--- src/rtl/inst_fetch_buf_pkg.sv ---
// Shared widths, constants and FSM state encoding for the instruction-fetch buffer.
// The prefetch feature is enabled by the macro INST_FETCH_PREFETCH_EN.
package inst_fetch_buf_pkg;

  localparam int INST_ADDR_W = 32;
  localparam int INST_DATA_W = 32;
  localparam int ALIGN_W     = 2;

  localparam logic [INST_DATA_W-1:0] ZERO_WORD = '0;

  typedef enum logic [1:0] {
    ST_IDLE = 2'd0,
    ST_BUSY = 2'd1,
    ST_PREF = 2'd2
  } fetch_state_e;

endpackage

--- src/rtl/inst_fetch_buf_if.sv ---
// Instruction-memory req/ack bus; the fetch buffer is the master, the memory the slave.
interface inst_fetch_buf_if
  import inst_fetch_buf_pkg::*;
#(
  parameter int ADDR_W = INST_ADDR_W,
  parameter int DATA_W = INST_DATA_W
) ();

  logic              mem_req_o;
  logic [ADDR_W-1:0] mem_addr_o;
  logic              mem_ack_i;
  logic [DATA_W-1:0] mem_rdata_i;

  modport master (output mem_req_o, mem_addr_o, input mem_ack_i, mem_rdata_i);
  modport slave  (input mem_req_o, mem_addr_o, output mem_ack_i, mem_rdata_i);

endinterface

--- src/rtl/inst_fetch_buf_entry.sv ---
// One buffer entry: valid/tag/data registers with clear and write, plus a combinational tag match.
module fetch_buf_entry #(
  parameter int TAG_W  = 30,
  parameter int DATA_W = 32
) (
  input  logic              clk,
  input  logic              rst,
  input  logic              clr,
  input  logic              we,
  input  logic [TAG_W-1:0]  wtag,
  input  logic [DATA_W-1:0] wdata,
  input  logic [TAG_W-1:0]  lookup_tag,
  output logic              match,
  output logic [DATA_W-1:0] data
);

  logic             valid;
  logic [TAG_W-1:0] tag;

  // NOTE: non-blocking assignments so every flop samples pre-edge values regardless of block order.
  always_ff @(posedge clk or negedge rst) begin
    if (!rst) begin
      // NOTE: tag/data are reset as well as valid so the match and data paths never carry X.
      valid <= 1'b0;
      tag   <= '0;
      data  <= '0;
    end else begin
      if (clr) begin
        valid <= 1'b0;
      end else if (we) begin
        valid <= 1'b1;
      end
      if (we) begin
        tag  <= wtag;
        data <= wdata;
      end
    end
  end

  assign match = valid && (tag == lookup_tag);

endmodule

--- src/rtl/inst_fetch_buf.sv ---
// Instruction-fetch buffer: same-cycle hits, stall + memory fetch on a miss, sticky timeout flag.
// Defining INST_FETCH_PREFETCH_EN adds a second entry that streams the next sequential word.
module inst_fetch_buf
  import inst_fetch_buf_pkg::*;
#(
  parameter int ADDR_W  = INST_ADDR_W,
  parameter int DATA_W  = INST_DATA_W,
  parameter int TIMEOUT = 255
) (
  input  logic              clk,
  input  logic              rst,
  input  logic              cpu_ce_i,
  input  logic [ADDR_W-1:0] cpu_addr_i,
  output logic [DATA_W-1:0] cpu_inst_o,
  output logic              stall_req_o,
  input  logic              flush_i,
  inst_fetch_buf_if.master  bus,
  output logic              err_o
);

  localparam int TAG_W = ADDR_W - ALIGN_W;
  localparam int CNT_W = $clog2(TIMEOUT + 1);

  fetch_state_e     state_q, state_d;
  logic [TAG_W-1:0] req_tag_q, req_tag_d;
  logic [CNT_W-1:0] cnt_q, cnt_d;
  logic             err_q, err_d;

  logic [TAG_W-1:0]   cpu_tag;
  logic [ALIGN_W-1:0] unused_byte_sel;

  logic              match0, match1, hit0, hit1;
  logic [DATA_W-1:0] data0, data1;
  logic              fill0;
  logic [TAG_W-1:0]  wtag0;
  logic [DATA_W-1:0] wdata0;

  assign cpu_tag         = cpu_addr_i[ADDR_W-1:ALIGN_W];
  assign unused_byte_sel = cpu_addr_i[ALIGN_W-1:0];

  fetch_buf_entry #(.TAG_W(TAG_W), .DATA_W(DATA_W)) u_entry0 (
    .clk        (clk),
    .rst        (rst),
    .clr        (flush_i),
    .we         (fill0),
    .wtag       (wtag0),
    .wdata      (wdata0),
    .lookup_tag (cpu_tag),
    .match      (match0),
    .data       (data0)
  );

`ifdef INST_FETCH_PREFETCH_EN
  logic fill1;

  fetch_buf_entry #(.TAG_W(TAG_W), .DATA_W(DATA_W)) u_entry1 (
    .clk        (clk),
    .rst        (rst),
    .clr        (flush_i),
    .we         (fill1),
    .wtag       (req_tag_q),
    .wdata      (bus.mem_rdata_i),
    .lookup_tag (cpu_tag),
    .match      (match1),
    .data       (data1)
  );
`else
  assign match1 = 1'b0;
  assign data1  = '0;
`endif

  // Entry 0 wins when both hold the same word; hit1 means "only entry 1 holds it".
  assign hit0        = cpu_ce_i && match0;
  assign hit1        = cpu_ce_i && match1 && !match0;
  assign stall_req_o = cpu_ce_i && !(match0 || match1);

  always_comb begin
    cpu_inst_o = DATA_W'(ZERO_WORD);
    if (hit0) begin
      cpu_inst_o = data0;
    end else if (hit1) begin
      cpu_inst_o = data1;
    end
  end

  always_ff @(posedge clk or negedge rst) begin
    if (!rst) begin
      state_q   <= ST_IDLE;
      req_tag_q <= '0;
      cnt_q     <= '0;
      err_q     <= 1'b0;
    end else begin
      state_q   <= state_d;
      req_tag_q <= req_tag_d;
      cnt_q     <= cnt_d;
      err_q     <= err_d;
    end
  end

  // NOTE: every output of this block gets a default first, so no path can infer a latch.
  always_comb begin
    state_d   = state_q;
    req_tag_d = req_tag_q;
    cnt_d     = cnt_q;
    err_d     = err_q;
    fill0     = 1'b0;
    wtag0     = req_tag_q;
    wdata0    = bus.mem_rdata_i;
`ifdef INST_FETCH_PREFETCH_EN
    fill1     = 1'b0;
`endif
    unique case (state_q)
      ST_IDLE: begin
        if (stall_req_o) begin
          req_tag_d = cpu_tag;
          cnt_d     = '0;
          state_d   = ST_BUSY;
        end
`ifdef INST_FETCH_PREFETCH_EN
        else if (hit1) begin
          // Streaming: promote the prefetched word and fetch the one after it.
          fill0     = 1'b1;
          wtag0     = cpu_tag;
          wdata0    = data1;
          req_tag_d = cpu_tag + 1'b1;
          cnt_d     = '0;
          state_d   = ST_PREF;
        end
`endif
      end
      default: begin
        if (bus.mem_ack_i) begin
          cnt_d   = '0;
          state_d = ST_IDLE;
`ifdef INST_FETCH_PREFETCH_EN
          if (state_q == ST_PREF) begin
            fill1 = 1'b1;
          end else begin
            fill0 = 1'b1;
            if (!flush_i) begin
              req_tag_d = req_tag_q + 1'b1;
              state_d   = ST_PREF;
            end
          end
`else
          fill0 = 1'b1;
`endif
        end else if (cnt_q == CNT_W'(TIMEOUT - 1)) begin
          // Abandon the request; IDLE re-requests next cycle if the miss persists.
          cnt_d   = '0;
          err_d   = 1'b1;
          state_d = ST_IDLE;
        end else begin
          cnt_d = cnt_q + 1'b1;
        end
      end
    endcase
  end

  assign bus.mem_req_o  = (state_q != ST_IDLE);
  assign bus.mem_addr_o = {req_tag_q, {ALIGN_W{1'b0}}};
  assign err_o          = err_q;

endmodule

--- src/flat_wrapper.sv ---
// flat-port wrapper written by rule: the top's interface ports become plain ports
module inst_fetch_buf_flat import inst_fetch_buf_pkg::*;
#(
  parameter int ADDR_W  = INST_ADDR_W,
  parameter int DATA_W  = INST_DATA_W,
  parameter int TIMEOUT = 255
)
  (clk, rst, cpu_ce_i, cpu_addr_i, cpu_inst_o, stall_req_o, flush_i, err_o, bus_mem_req_o, bus_mem_addr_o, bus_mem_ack_i, bus_mem_rdata_i);
  inst_fetch_buf_if #(.ADDR_W(ADDR_W), .DATA_W(DATA_W)) bus_i ();
  input  logic clk;
  input  logic rst;
  input  logic cpu_ce_i;
  input  logic [ADDR_W-1:0] cpu_addr_i;
  output logic [DATA_W-1:0] cpu_inst_o;
  output logic stall_req_o;
  input  logic flush_i;
  output logic err_o;
  output wire logic [$bits(bus_i.mem_req_o)-1:0] bus_mem_req_o;
  output wire logic [$bits(bus_i.mem_addr_o)-1:0] bus_mem_addr_o;
  input wire logic [$bits(bus_i.mem_ack_i)-1:0] bus_mem_ack_i;
  input wire logic [$bits(bus_i.mem_rdata_i)-1:0] bus_mem_rdata_i;
  assign bus_mem_req_o = bus_i.mem_req_o;
  assign bus_mem_addr_o = bus_i.mem_addr_o;
  assign bus_i.mem_ack_i = bus_mem_ack_i;
  assign bus_i.mem_rdata_i = bus_mem_rdata_i;
  inst_fetch_buf #(.ADDR_W(ADDR_W), .DATA_W(DATA_W), .TIMEOUT(TIMEOUT)) u_core (.clk(clk), .rst(rst), .cpu_ce_i(cpu_ce_i), .cpu_addr_i(cpu_addr_i), .cpu_inst_o(cpu_inst_o), .stall_req_o(stall_req_o), .flush_i(flush_i), .bus(bus_i), .err_o(err_o));
endmodule
--- config.mk ---
export PLATFORM = sky130hd
export DESIGN_NAME = inst_fetch_buf_flat
export DESIGN_NICKNAME = d
export VERILOG_FILES = /design/src/rtl/inst_fetch_buf_pkg.sv /design/src/rtl/inst_fetch_buf_if.sv /design/src/rtl/inst_fetch_buf_entry.sv /design/src/rtl/inst_fetch_buf.sv /design/src/flat_wrapper.sv
export SDC_FILE = /design/constraint.sdc
export NUM_CORES = 1
export LEC_CHECK = 0
export ABC_CLOCK_PERIOD_IN_PS = 3100
export CAP_MARGIN = 20
export CORE_ASPECT_RATIO = 1.2
export CORE_MARGIN = 4
export CORE_UTILIZATION = 30
export DETAILED_ROUTE_END_ITERATION = 16
export HOLD_SLACK_MARGIN = 0.12
export PLACE_DENSITY = 0.63
export SLEW_MARGIN = 20
export SYNTH_ARGS = -nofsm -noshare
export SYNTH_HDL_FRONTEND = slang
export SYNTH_SLANG_ARGS = --single-unit
--- constraint.sdc ---
create_clock -name clk -period 3.1 [get_ports clk]
set_input_delay 0.93 -clock clk [delete_from_list [all_inputs] [get_ports clk]]
set_output_delay 0.93 -clock clk [all_outputs]
set_load 0.02 [all_outputs]
# After elaboration in Yosys (flattened, before gate mapping)
# Index checks and enable logic that the tools add are counted.
# op_classes
add_sub_neg,1
n_eq_ne,3
mux,13
bitwise_logic,2
n_reduce_logical,11
# ops
operator,count
32-bit 2-to-1 mux,1
8-bit 2-to-1 mux,4
30-bit equality test,1
"8-bit by 1-bit adder with 8-bit output, second input constant",1
"8-bit equality test, second input constant",1
2-bit 2-to-1 mux,4
1-bit 2-to-1 mux,4
2-bit AND reduction,2
2-bit nonzero test,2
1-bit logical AND,3
3-bit AND reduction,1
3-bit nonzero test,1
2-bit logical NOT,1
"2-bit inequality test, second input constant",1
1-bit inverter,2
1-bit logical NOT,1
# word_totals
ff_bits,104
inputBits,69
out_inout_bits,67
word_cells,37

# Logic depth before layout (Yosys ltp)
# Gate-level depths: netlist (run 1).
# depth
depth_word,6
depth_mapped,7
ltp_nobuf,7

# Hierarchy
# A second synthesis (run 1) with hierarchy kept.
# unflattened
cells_unflattened,337
hier_area_um2,4694.5
# modules_own_cells
module,n_inst,cells_per_inst,area_each_um2,seq_area_each_um2
fetch_buf_entry,1,174,2646.3,1576.5
inst_fetch_buf,1,163,2048.2,1001.0

# Worst setup path after synthesis (run 1)
# Ideal clock, no wire load.
# synth_path
path_kind,input port to output port
startpoint,input port cpu_addr_i[5]
endpoint,output port cpu_inst_o[10]
t_arrival_ns,2.212
required_time_ns,2.170
slack_ns,-0.042
cell_stages,6
path_buffers,1
cell_sequence,xnor2_1 -> nand4_1 -> nor4_4 -> and3_1 -> clkbuf_2 -> and2_1
# synth_via
elab_chain_cells,4
# synth_rtl
element,line_no,source
start: declaration,flat_wrapper.sv:13,input logic [ADDR_W-1:0] cpu_addr_i;
30-bit equality test,inst_fetch_buf_entry.sv:40,assign match = valid && (tag == lookup_tag);
1-bit logical AND,inst_fetch_buf_entry.sv:40,
1-bit logical AND,inst_fetch_buf.sv:73,assign hit0 = cpu_ce_i && match0;
32-bit 2-to-1 mux,inst_fetch_buf.sv:79,if (hit0) begin
end: declaration,flat_wrapper.sv:14,output logic [DATA_W-1:0] cpu_inst_o;
# Every way passes these cells.

# Final worst setup path (run 1)
# layout_path
startpoint,input port cpu_addr_i[4]
endpoint,output port cpu_inst_o[22]
# Same word-level chain as after synthesis.

==> summary.txt, run 1 <==
Clock Tree Buf Depth - 2
Dpl cells - 667
Clk_skew - 0.00845 ns
Total Routed Length - 11400 um
Power Density - 657 mW/mm^2
Min-Delay Endpoint - u_core.err_o
Tot GR Track Use - 0.133
CP required - 2.17 ns
Post-route DRC - 0
Status - finished, violations left
Sequential area share after synthesis - 0.549
Yosys warning total - 0
CTS tree - built
Critical path's slowest cell - nor4_4
Lkg Pwr - 3.03 nW
I/O Buffers - 131
Worst r2r src - u_core.u_entry0.tag[0]
Rows - 49
Die X - 122 um
Hold Crit Class - flop to flop
Fin crit share - 1.08
Arr. time, crit path - 2.42 ns
Nets - 552
Final Hold Viols - 0
Vias in the first global route - 3516
Initial core utilization - 0.310
Hold wc startpoint - u_core.err_o
Gate count after technology mapping - 336
Dpl ws - -1.30 ns
Clk_lat worst skew - 0.35 ns
First-pass GRT wire length - 18600 um
Via count - 3129
Worst r2r path cells - 10
Most numerous cell in the Yosys netlist - dfrtp_1
Area share of the largest cell type after synthesis - 0.549
Min Tclk post-route - 3.35 ns
Worst slew pin tran - 0.568 ns
Top cells by count, synth - dfrtp_1, mux2_2, and2_1, xnor2_1, mux2_4
Worst vdd ir - 0.000318 V
Clock sink count - 103
Post-route setup TNS - -6.85 ns
Post-route ant nets - 0
Clock root cell - clkbuf_16
Synthesized cell area - 0.00470 sq mm
Total power - 4.57 mW
Post-DP Area - 0.00634 sq mm
Ant. Diodes - 0
Fraction of registers with async set/reset - 1.00
WP buf/inv - 3
Largest net degree at the start of global routing - 50
Dominant cell type by area after synthesis - dfrtp_1
Non-Filler Instances - 690
Die Height - 145 um
Final core occ - 0.459
Initial DRT Pass Iterations - 4
CP Depth - 8
Failing checks - negative setup slack
CTS buffer count - 9
RSZ-0062 raised after global routing - yes
Max-slew violations - 0
CP max FO - 8
Max-Cap Viols - 0
Initial DRC count - 95
Synthesized flop and latch total - 103
Largest stage delay, worst path - 0.33 ns
Count of final setup violators - 33
H-tree depth - 3
Area Growth Syn to Fin - 48.1%
Reg2reg setup slack - 0.68 ns
Final HPWL from detailed placement - 7760 um
Top post-synthesis cells by area - dfrtp_1, mux2_2, mux2_4
Post-route cell area - 0.00696 sq mm
Cts hold-fix bufs - 0
CORE AREA - 0.0151 sq mm
Critical R2R Capture - u_core.req_tag_q[29]
Remaining Overflow, GRT - 0
Mean number of vias per cell - 4.53
Setup ws final - -0.248 ns
Mean Syn Cell Area - 14.0 sq um
Layout cells sized above 1 - 0.500
WS Path Type - input port to output port
Main synth FF type - dfrtp_1
GP Congestion - 0.742
Worst setup EP type - output port
Worst path most repeated cell - buf_6
Die ar. - 0.0177 sq mm
Slew Limit Headroom - 0.621
Netlist cell types - 35
Smallest hold slack - 0.475 ns
Crit path cell chain - buf_8 > xnor2_4 > nand4_1 > nor4_4 > buf_6 > and3_4 > and2_4 > buf_6
Worst-path clk slew - 0.07 ns
Delay-heaviest family, CP - simple AND/OR/NAND/NOR gates
Top Ports - 136
Initial antenna violation count - 0
Post-synth EDFFs - 0
F_max - 299 MHz
Crit start category - input port
Hold Path Stages - 1
Wire per inst - 16.5 um
==> kinds of logic after synthesis <==
logic type                 after synthesis  share of synthesized area
xor gates and xnor gates                31                     0.0578
AOI/OAI and AO/OA                       16                     0.0250
DFF                                    103                      0.549
buffers and inverters                   21                     0.0240
adders and majority gates                2                    0.00533
other                                    1                   0.000799
and+or+nand+nor                         70                     0.0943
muxes                                   92                      0.244
==> cells in the final DEF, fill, tap and decap left out, drive strengths merged, types with 2 or more instances in the layout <==
master and n:
dfrtp 103, mux2 92, buf 69, clkdlybuf4s50 67
and2 32, xnor2 31, clkbuf 14, nand3 9
nand4 8, inv 7, and3 6, nand2b 4
clkdlybuf4s15 4, or3 3, nor2 3, bufinv 3
nor4 3, o21ai 3, a21oi 3, o21a 2
o311ai 2, o32ai 2, ha 2, conb 2
nand2 2, clkinv 2
==> worst register-to-register path, delay by kind of cell, from the launching register on <==
family	cells	cell delay (ns)
flops	1	0.42
simple gates	2	0.22
buf+inv	5	0.76
xor+xnor	1	0.15
mux	1	0.35
compound gates	1	0.40
==> layout make-up <==
class / count / area (sq um)
tap: 204 / 255
multi-input combinational: 216 / 2310
sequential: 103 / 2580
clock inverter: 7 / 120
fill: 1387 / 8190
timing repair buffer: 145 / 1450
clock buffer: 9 / 225
inverter: 6 / 22.5
==> repair_timing <==
action,4_1_cts,5_1_grt
pin swaps,63,26
endpoints found under the hold margin,0,0
resized for setup,344,44
endpoints found under the setup margin,33,33
gates cloned,3,0
setup buffers,4,3
==> power by group <==
part	total [mW]	switching [mW]	internal (mW)
Sequential	2.02	0.298	1.72
Clock	1.30	0.509	0.792
Combinational	1.26	0.456	0.800
==> worst max-delay path by stage <==
stage	slack [ns]	endpoint	from
after floorplan	0.01	cpu_inst_o[10]	cpu_addr_i[12]
after global placement	-1.26	cpu_inst_o[5]	cpu_addr_i[22]
after detailed placement	-1.30	cpu_inst_o[4]	cpu_addr_i[22]
after CTS	-0.29	cpu_inst_o[22]	cpu_addr_i[4]
after global routing	-0.32	cpu_inst_o[22]	cpu_addr_i[9]
final	-0.25	cpu_inst_o[22]	cpu_addr_i[4]
==> state kept, by name (all words and copies together) (netlist names) <==
name	count
u_core.u_entry0.valid	1
u_core.state_q	1
u_core.err_o	1
u_core.cnt_q	8
u_core.req_tag_q	30
u_core.u_entry0.tag	30
u_core.u_entry0.data	32
==> routing by layer <==
metal | vias to the layer above | share of wire | track usage
li1 | 1465 | - | -
met1 | 1540 | 0.44 | 0.172
met2 | 111 | 0.47 | 0.216
met3 | 13 | 0.066 | 0.0288
met4 | 0 | 0.017 | 0.0493
met5 | - | 0 | 0
Power figures use the tool's default switching activity.
==> run 2, diff against run 1 <==
--- a/config.mk
+++ b/config.mk
@@ -11,8 +11,9 @@
 export CORE_MARGIN = 4
 export CORE_UTILIZATION = 30
 export DETAILED_ROUTE_END_ITERATION = 16
+export DONT_BUFFER_PORTS = 1
 export HOLD_SLACK_MARGIN = 0.12
-export PLACE_DENSITY = 0.63
+export PLACE_DENSITY = 0.51
 export SLEW_MARGIN = 20
 export SYNTH_ARGS = -nofsm -noshare
 export SYNTH_HDL_FRONTEND = slang
==> run 2 against run 1 <==
  * Core utilization down 8.9 points
  * First-iteration DRC count grew 21%
  * Total power shrank 8.3%
  * Largest cell class unchanged
  * Critical path depth is 1 lower
  * Die area did not move
  * Setup slack gained 0.16 ns
  * The flow still finishes with violations (negative setup slack)
  * Combinational power down 32%
  * Maximum frequency grew 4.9%
  * Final cell count shrank 20%
  * Critical endpoint is now cpu_inst_o[25]
  * Register-to-register slack got worse by 0.44 ns
  * Global-route usage shrank 1.3 points
  * Sequential cell count unchanged
==> summary.txt, run 2 (same netlist as run 1, synthesis figures left out) <==
Status - finished, violations left (unchanged)
Failing checks - negative setup slack (unchanged)
Nets - 417 (was 552)
Cts hold-fix bufs - 0 (unchanged)
Arr. time, crit path - 2.26 ns (was 2.42 ns)
Clock Tree Buf Depth - 2 (unchanged)
Total power - 4.19 mW (was 4.57 mW)
Remaining Overflow, GRT - 0 (unchanged)
Post-route cell area - 0.00560 sq mm (was 0.00696 sq mm)
Post-DP Area - 0.00499 sq mm (was 0.00634 sq mm)
Max-Cap Viols - 0 (unchanged)
# fillers - 1476 (was 1387)
Largest registers - u_core.u_entry0.data: 32 flops, u_core.req_tag_q: 30 flops, u_core.u_entry0.tag: 30 flops (unchanged)
Non-Filler Instances - 554 (was 690)
F_max - 313 MHz (was 299 MHz)
Setup ws final - -0.0913 ns (was -0.248 ns)
Final HPWL from detailed placement - 6720 um (was 7760 um)
RSZ-0062 raised after global routing - yes (unchanged)
Clk_skew - 0.00616 ns (was 0.00845 ns)
Most common cell after layout, fill and taps aside - dfrtp_1 (unchanged)
Max reg flops - 32 (unchanged)
Mean number of vias per cell - 4.73 (was 4.53)
Top Ports - 136 (unchanged)
CP required - 2.17 ns (about the same)
Rows - 49 (unchanged)
Vias in the first global route - 2806 (was 3516)
Worst slew pin tran - 1.05 ns (was 0.568 ns)
Initial DRT Pass Iterations - 4 (unchanged)
Clk_lat worst skew - 0.34 ns (was 0.35 ns)
Clock sink count - 103 (unchanged)
Layout cells sized above 1 - 0.494 (was 0.500)
Post-route ant nets - 0 (unchanged)
Wire per inst - 19.2 um (was 16.5 um)
Most frequent cells in the layout - dfrtp_1, mux2_2, and2_4 (was dfrtp_1, clkdlybuf4s50_1, mux2_2)
Worst-path clk slew - 0.07 ns (about the same)
Post-route setup TNS - -1.82 ns (was -6.85 ns)
CTS buffer count - 9 (unchanged)
Clock root cell - clkbuf_16 (unchanged)
Largest net degree at the start of global routing - 104 (was 50)
CP max FO - 8 (unchanged)
Count of final setup violators - 32 (was 33)
H-tree depth - 3 (unchanged)
Ant. Diodes - 0 (unchanged)
Fin crit share - 1.03 (was 1.08)
Worst vdd ir - 0.000292 V (was 0.000318 V)
Final core occ - 0.370 (was 0.459)
Dpl cells - 532 (was 667)
Slew Limit Headroom - 0.298 (was 0.621)
Hold Crit Class - input port to asynchronous set/reset pin (was flop to flop)
Largest reg by FF count - u_core.u_entry0.data (unchanged)
Die X - 122 um (unchanged)
Crit start category - input port (unchanged)
Final Hold Viols - 0 (unchanged)
First-pass GRT wire length - 16200 um (was 18600 um)
Max-slew violations - 0 (unchanged)
Power Density - 748 mW/mm^2 (was 657 mW/mm^2)
Post-route DRC - 0 (unchanged)
Die ar. - 0.0177 sq mm (unchanged)
Initial DRC count - 115 (was 95)
WS Path Type - input port to output port (unchanged)
Smallest hold slack - 0.278 ns (was 0.475 ns)
Lkg Pwr - 2.37 nW (was 3.03 nW)
Die Height - 145 um (unchanged)
Area Growth Syn to Fin - 19.3% (was 48.1%)
Min Tclk post-route - 3.19 ns (was 3.35 ns)
Initial core utilization - 0.310 (unchanged)
Dpl ws - -0.256 ns (was -1.30 ns)
I/O Buffers - 0 (was 131)
CORE AREA - 0.0151 sq mm (unchanged)
GP Congestion - 0.794 (was 0.742)
CTS tree - built (unchanged)
Reg2reg setup slack - 0.24 ns (was 0.68 ns)
Initial antenna violation count - 0 (unchanged)
Via count - 2623 (was 3129)
Worst setup EP type - output port (unchanged)
Total Routed Length - 10600 um (was 11400 um)
Tot GR Track Use - 0.120 (was 0.133)
==> run 2: changes by cell type in the layout (fill, tap and decap cells not counted), moves of 3 or more <==
cell,delta
buf_8,-4
xnor2_2,-7
xnor2_4,+4
clkdlybuf4s50_1,-67
buf_2,-12
clkbuf_2,-5
xnor2_1,+3
buf_6,-39
buf_4,-3
==> run 2: metal layers <==
layer / GRT usage / vias up / share of wire
met3: 0.0397 / 13 / 0.088
met5: 0 / - / 0
met4: 0.0560 / 0 / 0.021
li1: - / 1191 / -
met1: 0.146 / 1326 / 0.40
met2: 0.190 / 93 / 0.49
==> run 2: cell type report <==
cell class | instances | area (sq um) | area share
clock inverter | 6 | 86.3 | 0.0154
multi-input combinational | 216 | 2330 | 0.415
sequential | 103 | 2580 | 0.460
tap | 204 | 255 | 0.0456
clock buffer | 9 | 225 | 0.0402
inverter | 6 | 22.5 | 0.00402
timing repair buffer | 10 | 108 | 0.0192
==> run 2: repair_timing <==
action | CTS | global route
buffers inserted | 3 | 1
setup endpoints to repair | 32 | 32
pin swaps | 30 | 18
resized for setup | 49 | 11
cloned | 3 | 0
==> run 2: worst paths after layout <==
kind | from | endpoint | depth (start not counted)
min in group clk | u_core.u_entry0.data[23] | u_core.u_entry0.data[23] | 1
max in group asynchronous | rst | u_core.cnt_q[1] | 0
hold / removal | rst | u_core.u_entry0.data[7] | 0
setup reg to reg | u_core.u_entry0.tag[0] | u_core.req_tag_q[16] | 9
setup / recovery | cpu_addr_i[30] | cpu_inst_o[25] | 7
hold reg to reg | u_core.u_entry0.data[23] | u_core.u_entry0.data[23] | 1
==> run 2: critical path: stages <==
cell and delay [ns]:
xnor2_4 0.11, nand4_1 0.17, nor4_4 0.29, buf_4 0.18, buf_6 0.11, and3_4 0.26, and2_4 0.20
==> run 2: power by group <==
group	switching [mW]	total, mW	internal (mW)
Clock	0.493	1.19	0.702
Sequential	0.425	2.14	1.72
Combinational	0.256	0.856	0.600
Total	1.17	4.19	3.02
==> run 3, diff against run 2 <==
--- a/config.mk
+++ b/config.mk
@@ -9,11 +9,11 @@
 export CAP_MARGIN = 20
 export CORE_ASPECT_RATIO = 1.2
 export CORE_MARGIN = 4
-export CORE_UTILIZATION = 30
+export CORE_UTILIZATION = 35
 export DETAILED_ROUTE_END_ITERATION = 16
 export DONT_BUFFER_PORTS = 1
 export HOLD_SLACK_MARGIN = 0.12
-export PLACE_DENSITY = 0.51
+export PLACE_DENSITY = 0.57
 export SLEW_MARGIN = 20
 export SYNTH_ARGS = -nofsm -noshare
 export SYNTH_HDL_FRONTEND = slang
==> constraint.sdc (replaced) <==
create_clock -name clk -period 3.1 [get_ports clk]
set_input_delay 0.31 -clock clk [delete_from_list [all_inputs] [get_ports clk]]
set_output_delay 0.31 -clock clk [all_outputs]
set_load 0.02 [all_outputs]
==> run 3 against run 2 <==
  * Clock skew increased by 0.0036 ns
  * Final cell count rose by 3.8%
  * Final area grew 4.2%
  * Via count up 7.8%
  * Die area down 13%
  * Largest power group unchanged
  * Total power decreased by 2.7%
  * Highest routed layer unchanged
  * First-iteration DRC count rose by 9.6%
  * Register-to-register slack improved by 0.67 ns
  * The run now ends clean
  * Hold slack worse by 0.13 ns
  * Largest cell class unchanged
  * Non-clock buffer count up 59
  * Critical path depth is 1 lower
  * Sequential cell count unchanged
==> summary.txt, run 3 (same netlist as run 1, synthesis figures left out) <==
Status - complete, no violations (was finished, violations left)
Dpl ws - 0.721 ns (was -0.256 ns)
I/O Buffers - 0 (unchanged)
Tot GR Track Use - 0.133 (was 0.120)
Total power - 4.08 mW (was 4.19 mW)
Multi-input gate area - 0.00202 sq mm (was 0.00233 sq mm)
Ant. Diodes - 0 (unchanged)
Worst r2r path cells - 6 (was 9)
Clk_skew - 0.00977 ns (was 0.00616 ns)
Worst slew pin tran - 0.649 ns (was 1.05 ns)
First-pass GRT wire length - 16000 um (was 16200 um)
Slew Limit Headroom - 0.568 (was 0.298)
Largest reg by FF count - u_core.u_entry0.data (unchanged)
CTS buffer count - 9 (unchanged)
Min Tclk post-route - 2.67 ns (was 3.19 ns)
Remaining Overflow, GRT - 0 (unchanged)
Post-route DRC - 0 (unchanged)
Initial antenna violation count - 0 (unchanged)
Area Growth Syn to Fin - 24.3% (was 19.3%)
Setup ws final - 0.427 ns (was -0.0913 ns)
Via count - 2828 (was 2623)
Comb pwr share - 0.210 (was 0.204)
Largest net degree at the start of global routing - 104 (unchanged)
Largest registers - u_core.u_entry0.data: 32 flops, u_core.req_tag_q: 30 flops, u_core.u_entry0.tag: 30 flops (unchanged)
Reg2reg setup slack - 0.91 ns (was 0.24 ns)
Initial DRC count - 126 (was 115)
Total Routed Length - 10000 um (was 10600 um)
Clk_lat worst skew - 0.34 ns (about the same)
Final Hold Viols - 0 (unchanged)
Max-Cap Viols - 0 (unchanged)
Nets - 473 (was 417)
Die ar. - 0.0153 sq mm (was 0.0177 sq mm)
Hold wc startpoint - bus_mem_ack_i
WS Path Type - flop to output port (was input port to output port)
CORE AREA - 0.0132 sq mm (was 0.0151 sq mm)
Critical R2R Capture - u_core.req_tag_q[21] (was u_core.req_tag_q[16])
CP required - 2.79 ns (was 2.17 ns)
Wire per inst - 17.4 um (was 19.2 um)
Hold Path Stages - 2
RSZ-0062 raised after global routing - no (was yes)
Arr. time, crit path - 2.36 ns (was 2.26 ns)
CTS tree - built (unchanged)
Worst vdd ir - 0.000292 V (about the same)
H-tree depth - 3 (unchanged)
Post-route ant nets - 0 (unchanged)
Clock sink count - 103 (unchanged)
F_max - 374 MHz (was 313 MHz)
Power Density - 699 mW/mm^2 (was 748 mW/mm^2)
Crit start category - flop (was input port)
Initial DRT Pass Iterations - 4 (unchanged)
Final core occ - 0.443 (was 0.370)
Clock Tree Buf Depth - 2 (unchanged)
Clock root cell - clkbuf_16 (unchanged)
Initial core utilization - 0.356 (was 0.310)
Clock share of power - 0.279 (was 0.285)
Min-Delay Endpoint - u_core.u_entry0.valid
Rows - 46 (was 49)
Hold Crit Class - input port to flop (was input port to asynchronous set/reset pin)
Vias in the first global route - 3036 (was 2806)
Storage cell area - 0.00258 sq mm (unchanged)
Die Height - 135 um (was 145 um)
Lkg Pwr - 2.45 nW (was 2.37 nW)
Pint - 2.90 mW (was 3.02 mW)
Layout cells sized above 1 - 0.290 (was 0.494)
Mean number of vias per cell - 4.92 (was 4.73)
# fillers - 1180 (was 1476)
Final HPWL from detailed placement - 6420 um (was 6720 um)
Die X - 114 um (was 122 um)
Count of final setup violators - 0 (was 32)
Worst-path clk slew - 0.07 ns (about the same)
Share of power burned in registers - 0.510 (was 0.511)
Psw - 1.18 mW (was 1.17 mW)
Most common cell after layout, fill and taps aside - dfrtp_1 (unchanged)
Max-slew violations - 0 (unchanged)
Post-route setup TNS - 0 ns (was -1.82 ns)
Worst r2r src - u_core.u_entry0.tag[20] (was u_core.u_entry0.tag[0])
Most frequent cells in the layout - dfrtp_1, dlygate4sd3_1, mux2_2 (was dfrtp_1, mux2_2, and2_4)
Fin crit share - 0.862 (was 1.03)
GP Congestion - 0.773 (was 0.794)
Post-CTS Setup Inserts - 0 (was 3)
Smallest hold slack - 0.146 ns (was 0.278 ns)
Top Ports - 136 (unchanged)
CP max FO - 32 (was 8)
Switching fraction of total power - 0.289 (was 0.280)
Max reg flops - 32 (unchanged)
Worst setup EP type - output port (unchanged)
-- run 3: how the worst max path moves through the flow --
stage,slack [ns],cells after the start,to,startpoint
global placement,0.74,6,cpu_inst_o[2],u_core.u_entry0.tag[27]
detailed placement,0.72,6,cpu_inst_o[2],u_core.u_entry0.tag[20]
finish,0.43,6,cpu_inst_o[2],u_core.u_entry0.tag[20]
CTS,0.34,6,cpu_inst_o[2],u_core.u_entry0.tag[20]
floorplan,1.13,6,cpu_inst_o[10],u_core.u_entry0.tag[0]
global route,0.27,6,cpu_inst_o[2],u_core.u_entry0.tag[10]
-- run 3: final cells by class --
type,count,area share
clock buffers,10,0.0392
flip-flops and latches,103,0.442
well taps,168,0.0360
repair buffers,69,0.122
clock inverters,6,0.0116
inverters,6,0.00386
multi-input cells,213,0.346
-- run 3: timing repair --
item | 4_1_cts | 5_1_grt
hold buffers | 65 | 0
gates resized for setup | 0 | 0
endpoints found under the hold margin | 166 | 0
-- run 3: power by group through the flow --
stage | sequential (mW) | combinational, mW | clock (mW)
finish | 2.08 | 0.857 | 1.14
global route | 2.13 | 0.941 | 1.25
detailed placement | 2.11 | 0.777 | 0
global placement | 2.09 | 0.757 | 0
CTS | 2.08 | 0.876 | 1.19
floorplan | 2.03 | 0.664 | 0
-- run 3: critical path, cell delays in order, from the launching register on --
cell and delay, ns:
dfrtp_1 0.39, xnor2_1 0.18, nand4_1 0.21, nor4_4 0.44, and3_1 0.21, buf_4 0.27
and2_1 0.32
-- run 3: per-stage QoR --
step	instances	area (sq um)
global route	575	5840
finish	575	5840
floorplan	337	4700
global placement	494	4870
CTS	575	5840
detailed placement	494	4870
-- run 3: layer usage --
layer | vias up | global-route usage | part of all wire
met5 | - | 0 | 0
met4 | 0 | 0.0441 | 0.018
met3 | 13 | 0.0466 | 0.093
met2 | 107 | 0.223 | 0.49
met1 | 1411 | 0.158 | 0.40
li1 | 1297 | - | -
